--- src/rtl/pool_pkg.sv ---
// Shared definitions for the pooling window generator.
// Holds the default geometry of the block and the predicate that decides
// whether the pixel just accepted at (col,row) completes a window.
package pool_pkg;

  localparam int DEF_DW     = 22;
  localparam int DEF_IMG_W  = 28;
  localparam int DEF_IMG_H  = 28;
  localparam int DEF_K      = 2;
  localparam int DEF_STRIDE = 2;

  // True when (col,row) is the bottom-right corner of a window that lies fully
  // inside the current frame and sits on the stride grid.  Windows that would
  // reach into the previous row or frame fail the col/row >= k-1 test, which
  // is what keeps stale line-buffer data from ever reaching the output.
  function automatic logic win_emit(input int col, input int row,
                                    input int k, input int stride);
    logic ok;
    ok = 1'b0;
    if ((col >= k - 1) && (row >= k - 1)) begin
      ok = (((col - k + 1) % stride) == 0) && (((row - k + 1) % stride) == 0);
    end else begin
      ok = 1'b0;
    end
    return ok;
  endfunction

endpackage

--- src/rtl/pool_line_buf.sv ---
// One row of pixel history: an IMG_W-deep shift memory that advances only
// when a pixel is accepted, so dout is the pixel exactly one row above the
// one currently on din.  Contents are not reset; the window predicate masks
// anything stale.
// Ports:
//   clk  - rising-edge clock
//   en   - shift enable (pixel accepted)
//   din  - pixel entering the row
//   dout - pixel leaving the row (DEPTH accepted pixels old)
module pool_line_buf #(
  parameter int DW    = 22,
  parameter int DEPTH = 28
) (
  input  logic          clk,
  input  logic          en,
  input  logic [DW-1:0] din,
  output logic [DW-1:0] dout
);

  logic [DW-1:0] mem_r [DEPTH];

  // Shift the row history by one pixel on every accepted pixel.
  always_ff @(posedge clk) begin
    if (en) begin
      mem_r[0] <= din;
      for (int i = 1; i < DEPTH; i++) begin
        mem_r[i] <= mem_r[i-1];
      end
    end
  end

  assign dout = mem_r[DEPTH-1];

endmodule

--- src/rtl/pool_win_gen.sv ---
// Sliding KxK window generator for a raster-order pixel stream.
// Tracks the (col,row) position of each accepted pixel, keeps K-1 rows of
// history in line buffers and a KxK window register, and presents a packed
// window one cycle after the pixel that completes it.
// Ports:
//   clk, rstn  - clock, asynchronous active-low reset
//   in_valid   - pixel accepted this cycle (no backpressure)
//   in_sof     - with in_valid: this pixel is (0,0) of a new frame
//   in_data    - pixel value
//   win_valid  - a window is on win_data this cycle
//   win_data   - element (r,c) at [(r*K+c)*DW +: DW], r=0 oldest row, c=0 leftmost
//   win_last   - this window was completed by the last pixel of the frame
module pool_win_gen
  import pool_pkg::*;
#(
  parameter int DW     = DEF_DW,
  parameter int IMG_W  = DEF_IMG_W,
  parameter int IMG_H  = DEF_IMG_H,
  parameter int K      = DEF_K,
  parameter int STRIDE = DEF_STRIDE
) (
  input  logic                 clk,
  input  logic                 rstn,
  input  logic                 in_valid,
  input  logic                 in_sof,
  input  logic signed [DW-1:0] in_data,
  output logic                 win_valid,
  output logic [K*K*DW-1:0]    win_data,
  output logic                 win_last
);

  localparam int CW = (IMG_W > 1) ? $clog2(IMG_W) : 1;
  localparam int RW = (IMG_H > 1) ? $clog2(IMG_H) : 1;

  logic [CW-1:0] col_r;
  logic [RW-1:0] row_r;
  logic [CW-1:0] eff_col_s;
  logic [RW-1:0] eff_row_s;
  logic          col_end_s;
  logic          row_end_s;
  logic          emit_s;
  logic          last_s;

  logic [DW-1:0] lb_in_s  [K-1];
  logic [DW-1:0] lb_out_s [K-1];
  logic [DW-1:0] col_s    [K];
  logic [DW-1:0] win_r    [K][K];
  logic [DW-1:0] win_nxt_s[K][K];
  logic [K*K*DW-1:0] pack_s;

  // Line buffers are chained: buffer g delays by (g+1) rows.
  for (genvar g = 0; g < K - 1; g++) begin : g_lb
    if (g == 0) begin : g_first
      assign lb_in_s[g] = in_data;
    end else begin : g_chain
      assign lb_in_s[g] = lb_out_s[g-1];
    end
    pool_line_buf #(.DW(DW), .DEPTH(IMG_W)) u_line_buf (
      .clk  (clk),
      .en   (in_valid),
      .din  (lb_in_s[g]),
      .dout (lb_out_s[g])
    );
  end

  // Position of the incoming pixel (in_sof forces the origin) and the emit decision.
  always_comb begin
    eff_col_s = col_r;
    eff_row_s = row_r;
    if (in_sof) begin
      eff_col_s = '0;
      eff_row_s = '0;
    end else begin
      eff_col_s = col_r;
      eff_row_s = row_r;
    end
    col_end_s = (eff_col_s == CW'(IMG_W - 1));
    row_end_s = (eff_row_s == RW'(IMG_H - 1));
    emit_s    = in_valid & win_emit(int'(eff_col_s), int'(eff_row_s), K, STRIDE);
    last_s    = emit_s & col_end_s & row_end_s;
  end

  // Next window: shift left one column, newest column = line-buffer taps over in_data.
  always_comb begin
    for (int r = 0; r < K - 1; r++) begin
      col_s[r] = lb_out_s[K-2-r];
    end
    col_s[K-1] = in_data;
    for (int r = 0; r < K; r++) begin
      for (int c = 0; c < K - 1; c++) begin
        win_nxt_s[r][c] = win_r[r][c+1];
      end
      win_nxt_s[r][K-1] = col_s[r];
    end
    pack_s = '0;
    for (int r = 0; r < K; r++) begin
      for (int c = 0; c < K; c++) begin
        pack_s[(r*K+c)*DW +: DW] = win_nxt_s[r][c];
      end
    end
  end

  // Raster position counters; advance only on accepted pixels.
  always_ff @(posedge clk or negedge rstn) begin
    if (!rstn) begin
      col_r <= '0;
      row_r <= '0;
    end else if (in_valid) begin
      if (col_end_s) begin
        col_r <= '0;
        row_r <= row_end_s ? '0 : eff_row_s + RW'(1);
      end else begin
        col_r <= eff_col_s + CW'(1);
        row_r <= eff_row_s;
      end
    end
  end

  // Window register; cleared on reset so an aborted frame leaves nothing behind.
  always_ff @(posedge clk or negedge rstn) begin
    if (!rstn) begin
      for (int r = 0; r < K; r++) begin
        for (int c = 0; c < K; c++) begin
          win_r[r][c] <= '0;
        end
      end
    end else if (in_valid) begin
      for (int r = 0; r < K; r++) begin
        for (int c = 0; c < K; c++) begin
          win_r[r][c] <= win_nxt_s[r][c];
        end
      end
    end
  end

  // Registered outputs; data is forced to zero whenever no window is presented.
  always_ff @(posedge clk or negedge rstn) begin
    if (!rstn) begin
      win_valid <= 1'b0;
      win_last  <= 1'b0;
      win_data  <= '0;
    end else begin
      win_valid <= emit_s;
      win_last  <= last_s;
      win_data  <= emit_s ? pack_s : '0;
    end
  end

endmodule

--- config.mk ---
export PLATFORM = sky130hd
export DESIGN_NAME = pool_win_gen
export DESIGN_NICKNAME = d
export VERILOG_FILES = /design/src/rtl/pool_pkg.sv /design/src/rtl/pool_line_buf.sv /design/src/rtl/pool_win_gen.sv
export SDC_FILE = /design/constraint.sdc
export NUM_CORES = 1
export LEC_CHECK = 0
export CAP_MARGIN = 20
export CELL_PAD_IN_SITES_DETAIL_PLACEMENT = 2
export CELL_PAD_IN_SITES_GLOBAL_PLACEMENT = 2
export CORE_MARGIN = 3
export CORE_UTILIZATION = 47
export CTS_CLUSTER_DIAMETER = 150
export DETAILED_ROUTE_END_ITERATION = 16
export PLACE_DENSITY = 0.76
export SYNTH_ARGS = -nofsm -noshare
export SYNTH_HDL_FRONTEND = slang
export SYNTH_HIERARCHICAL = 1
export SYNTH_SLANG_ARGS = --single-unit
--- constraint.sdc ---
create_clock -name clk -period 4.9 [get_ports clk]
set_clock_uncertainty 0.15 [all_clocks]
set_input_delay 0.49 -clock clk [delete_from_list [all_inputs] [get_ports clk]]
set_output_delay 0.49 -clock clk [all_outputs]
set_load 0.005 [all_outputs]
==> impl_metrics.yaml, run 1 <==
synthesis:
  synthesis.instances: 988
  synthDistinctLibCells: 35
  synthMostInstantiatedCell: "sky130_fd_sc_hd__edfxtp_1"
  yosys.area.top_type: "sky130_fd_sc_hd__edfxtp_1"
  synthesized_area_divided_by_synthesized_cell_count_sq_um: 24.13
  seq_area_frac_synth_pct: 92.71
  syn-cell-area_sq_mm: 0.02384
  mappedNetlistNets: 1018
  postSynth.asyncResetShare_pct: 18.95
  post_synth_main_area_contributors: "sky130_fd_sc_hd__edfxtp_1 78%, sky130_fd_sc_hd__dfrtp_1 15%, sky130_fd_sc_hd__and2_1 2.3%"
  synth_enable_flop_cells: 616
  predominant_post_synthesis_flop_cell: "sky130_fd_sc_hd__edfxtp_1"
  ys_warn_count: 6
  post_synth_most_frequent_cells: "616 x sky130_fd_sc_hd__edfxtp_1, 144 x sky130_fd_sc_hd__dfrtp_1, 88 x sky130_fd_sc_hd__and2_1"
  synth.ff_latch_count: 760
  synthDominantCellAreaShare_pct: 77.59
floorplan:
  number_of_rows_created_at_floorplan: 81
  starting_utilization_of_the_core_area_pct: 48.10
  die_h_um: 231.2
  die_w_um: 231.2
  num_io_pins: 116
placed_design:
  routability_driven_placement_congestion_ratio: 0.6501
  portBuffers: 115
  place_hpwl_mm: 28.06
outcome:
  firstError: "[ERROR DPL-0033] detailed placement checks failed during check placement."
  outcome: "did not finish"
  failed_at: "3_5_place_dp"
==> stage by stage <==
| stage | std cells | area, sq um | hold slack, ps | setup slack, ps |
|---|---|---|---|---|
| 2_1_floorplan | 988 | 23840 | 44.41 | 2927 |
| 3_3_place_gp | 1738 | 25620 | 250.3 | 1758 |
==> cells by family after synthesis <==
| group | share of synthesized area, % |
|---|---|
| DFF | 92.71 |
| muxes | 2.078 |
| adders and majority gates | 0.2099 |
| buffers and inverters | 1.375 |
| AOI/OAI and AO/OA | 0.5984 |
| and+or+nand+nor | 3.028 |
==> inputs of run 2 (changes only) <==
--- a/config.mk
+++ b/config.mk
@@ -6,13 +6,10 @@
 export NUM_CORES = 1
 export LEC_CHECK = 0
 export CAP_MARGIN = 20
-export CELL_PAD_IN_SITES_DETAIL_PLACEMENT = 2
-export CELL_PAD_IN_SITES_GLOBAL_PLACEMENT = 2
 export CORE_MARGIN = 3
-export CORE_UTILIZATION = 47
-export CTS_CLUSTER_DIAMETER = 150
+export CORE_UTILIZATION = 32
 export DETAILED_ROUTE_END_ITERATION = 16
-export PLACE_DENSITY = 0.76
+export PLACE_DENSITY_LB_ADDON = 0.15
 export SYNTH_ARGS = -nofsm -noshare
 export SYNTH_HDL_FRONTEND = slang
 export SYNTH_HIERARCHICAL = 1
==> run 2 against run 1 <==
The run now ends clean. Synthesized cell count is the same. Synthesized area is the same.
==> impl_metrics.yaml, run 2 <==
outcome:
  outcome: "completed"
synthesis:
  synthDistinctLibCells: 35
  synthMostInstantiatedCell: "sky130_fd_sc_hd__edfxtp_1"
  synthDominantCellAreaShare_pct: 77.59
  seq_area_frac_synth_pct: 92.71
  mappedNetlistNets: 1018
  synthesized_area_divided_by_synthesized_cell_count_sq_um: 24.13
  synth_enable_flop_cells: 616
  post_synth_main_area_contributors: "sky130_fd_sc_hd__edfxtp_1 78%, sky130_fd_sc_hd__dfrtp_1 15%, sky130_fd_sc_hd__and2_1 2.3%"
  synthesis.instances: 988
  predominant_post_synthesis_flop_cell: "sky130_fd_sc_hd__edfxtp_1"
  ys_warn_count: 6
  postSynth.asyncResetShare_pct: 18.95
  syn-cell-area_sq_mm: 0.02384
  post_synth_most_frequent_cells: "616 x sky130_fd_sc_hd__edfxtp_1, 144 x sky130_fd_sc_hd__dfrtp_1, 88 x sky130_fd_sc_hd__and2_1"
  yosys.area.top_type: "sky130_fd_sc_hd__edfxtp_1"
  synth.ff_latch_count: 760
clock_tree:
  clock_tree.buffer_depth: 3
  cts_sinks: 760
  root_buffer: "sky130_fd_sc_hd__clkbuf_16"
  cts.reportedPaths.clkPinSlew_ps: 50
  tritoncts: "done"
  inserted_clock_buffers: 80
  count_of_h_tree_levels_built_during_cts: 3
  insertion_delay_ps: 600
detailed_routing:
  remaining_drc_errors: 0
  drt_iter0_drc: 662
  detailroute.via_count: 8916
  drt-vias-per-instance: 4.086
  routedWlPerCell_um: 13.15
  drt_pre_antenna_iters: 4
  ant_nets: 0
  finalWirelength_mm: 28.68
power:
  power.sequential.fraction_pct: 55.6
  clockPowerShare_pct: 42.8
  power.share.switching_pct: 19.05
  max-vdd-ir-drop_mv: 0.2578
  p_leak_nw: 10.22
  power_switching_mw: 2.554
  p_int_mw: 10.85
  comb_power_share_pct: 1.6
  powerDensity_mw_per_mm2: 469.8
sta:
  rsz_0062_raised_after_global_routing: "false"
  timing.fmax_mhz: 388.7
  final_max_slew_viol_count: 0
  tightestPinTransition_ps: 756.7
  finalHoldWorstSlack_ps: 209.1
  timing.max_slew.rel_slack_pct: 49.56
  totalNegativeSetupSlack_ps: 0
  postLayoutSetupSlackWorst_ps: 2327
  min_period_ps: 2573
  final_cycle_utilization_of_the_critical_path_pct: 52.50
  finalHoldViolCount: 0
  final_setup_viols: 0
floorplan:
  placeableCoreArea_sq_mm: 0.07333
  die_h_um: 278.9
  die-area_sq_mm: 0.07781
  starting_utilization_of_the_core_area_pct: 32.51
  die_w_um: 278.9
  number_of_rows_created_at_floorplan: 99
  num_io_pins: 116
critical_path:
  critical_path_peak_fanout: 67
  cp-start-kind: "input port"
  max_stage_delay_ps: 710
  worstSetupEndpointType: "flip-flop"
  cp_top_family: "buffers and inverters"
  timing_worst_setup_path_type: "in -> reg"
  slowest_stage: "sky130_fd_sc_hd__clkdlybuf4s50_1"
  data_arrival_time_at_the_worst_slack_endpoint_ps: 2940
  crit_chain: "clkdlybuf4s50_1, nor2b_2, and3_2, buf_4, and2_1"
  required_ps: 5270
  worstPathBufferInverterCount: 2
grt:
  grt_first_pass_wirelength_mm: 47.34
  grt_antenna_before_repair: 0
  grt.total_usage_pct: 7.478
  grt_start_max_net_pins: 132
  overflow: 0
  first_global_vias: 9124
placed_design:
  portBuffers: 115
  place_hpwl_mm: 13.35
  pre_cts_ws_ps: 1661
  placed_cell_area_sq_mm: 0.02602
  routability_driven_placement_congestion_ratio: 0.6252
cells_and_area:
  largest_register: "g_lb.u_line_buf/mem_r"
  post-route-cell-area_sq_mm: 0.02853
  final_net_count: 1188
  final_common_cell: "sky130_fd_sc_hd__edfxtp_1"
  drive_gt1_share_pct: 13.58
  area_delta_synth_final_pct: 19.67
  most_used_cells_in_the_layout_excluding_fill_and_tap_cells: "616 x sky130_fd_sc_hd__edfxtp_1, 144 x sky130_fd_sc_hd__dfrtp_1, 113 x sky130_fd_sc_hd__clkdlybuf4s50_1, 88 x sky130_fd_sc_hd__and2_1, 81 x sky130_fd_sc_hd__clkbuf_16"
  largest_register_ff_count: 616
job:
  max_cap_violations: 0
hold_path:
  min-delay-path-class: "in -> reg"
==> run 2: cell counts after synthesis <==
Identical to the previous run, type by type.
==> run 2: worst reg2reg max path: cells and delay by family, from the launching register on <==
family	cells	cell delay, ps
AND/OR/NAND/NOR	3	1030
buffers and inverters	1	620
flip-flops	1	360
==> run 2: power by group through the flow <==
| stage | Combinational [mW] | Sequential (mW) | Clock [mW] |
|---|---|---|---|
| after global routing | 0.250 | 7.49 | 6.24 |
| after CTS | 0.231 | 7.46 | 6.02 |
| final | 0.220 | 7.45 | 5.73 |
| after floorplan | 0.0701 | 7.56 | 0 |
| after global placement | 0.220 | 7.57 | 0 |
| after detailed placement | 0.230 | 7.59 | 0 |
==> run 2: path summary, 6_finish.rpt <==
kind | start | end | slack, ps | cells past startpoint
max in group asynchronous | rstn | pack_s[65] | 3330 | 3
min | in_valid | g_lb[0].u_line_buf/mem_r[0][6] | 210 | 1
min in group asynchronous | rstn | win_data[36] | 300 | 2
max reg2reg | col_r[0] | win_data[45] | 2680 | 4
min reg2reg | g_lb[0].u_line_buf/mem_r[10][8] | g_lb[0].u_line_buf/mem_r[10][30] | 250 | 0
max | in_sof | win_data[45] | 2330 | 5
==> run 2: stage by stage <==
step           power (mW)  util, %  std cells
3_3_place_gp        7.789    35.48       2034
6_report            13.40    38.90       2182
2_1_floorplan       7.628        -        988
3_5_place_dp        7.818    35.48       2034
5_1_grt             13.98    38.90       2181
4_1_cts             13.71    38.90       2181
==> run 2: cell type report <==
class	instances	area [sq um]
fill	6615	44800
sequential	760	22100
clock buffer	110	2166
multi-input combinational	185	1411
timing repair buffer	127	1300
tap	959	1200
clock inverter	36	331.6
inverter	4	15.01
antenna	1	2.502
==> run 2: cell families after synthesis <==
group / share of synthesized area, %
flops: 92.71
simple gates: 3.028
mux: 2.078
buf+inv: 1.375
compound gates: 0.5984
fa+ha+maj: 0.2099
==> run 2: per-layer routing <==
metal,GRT usage [%],vias up,wire length [um],part of all wire (%)
met1,9.620,4543,12770,45
li1,-,4083,-,-
met2,10.88,203,12480,43
met5,0,-,0,0
met3,3.261,87,2315,8.1
met4,3.582,0,1122,3.9
==> run 2: what timing repair did <==
item,CTS,global route
gates resized for setup,0,0
endpoints found under the hold margin,72,0
hold buffers,1,0
buffers inserted,0,0
No activity file was read; power rests on OpenSTA's default activity.
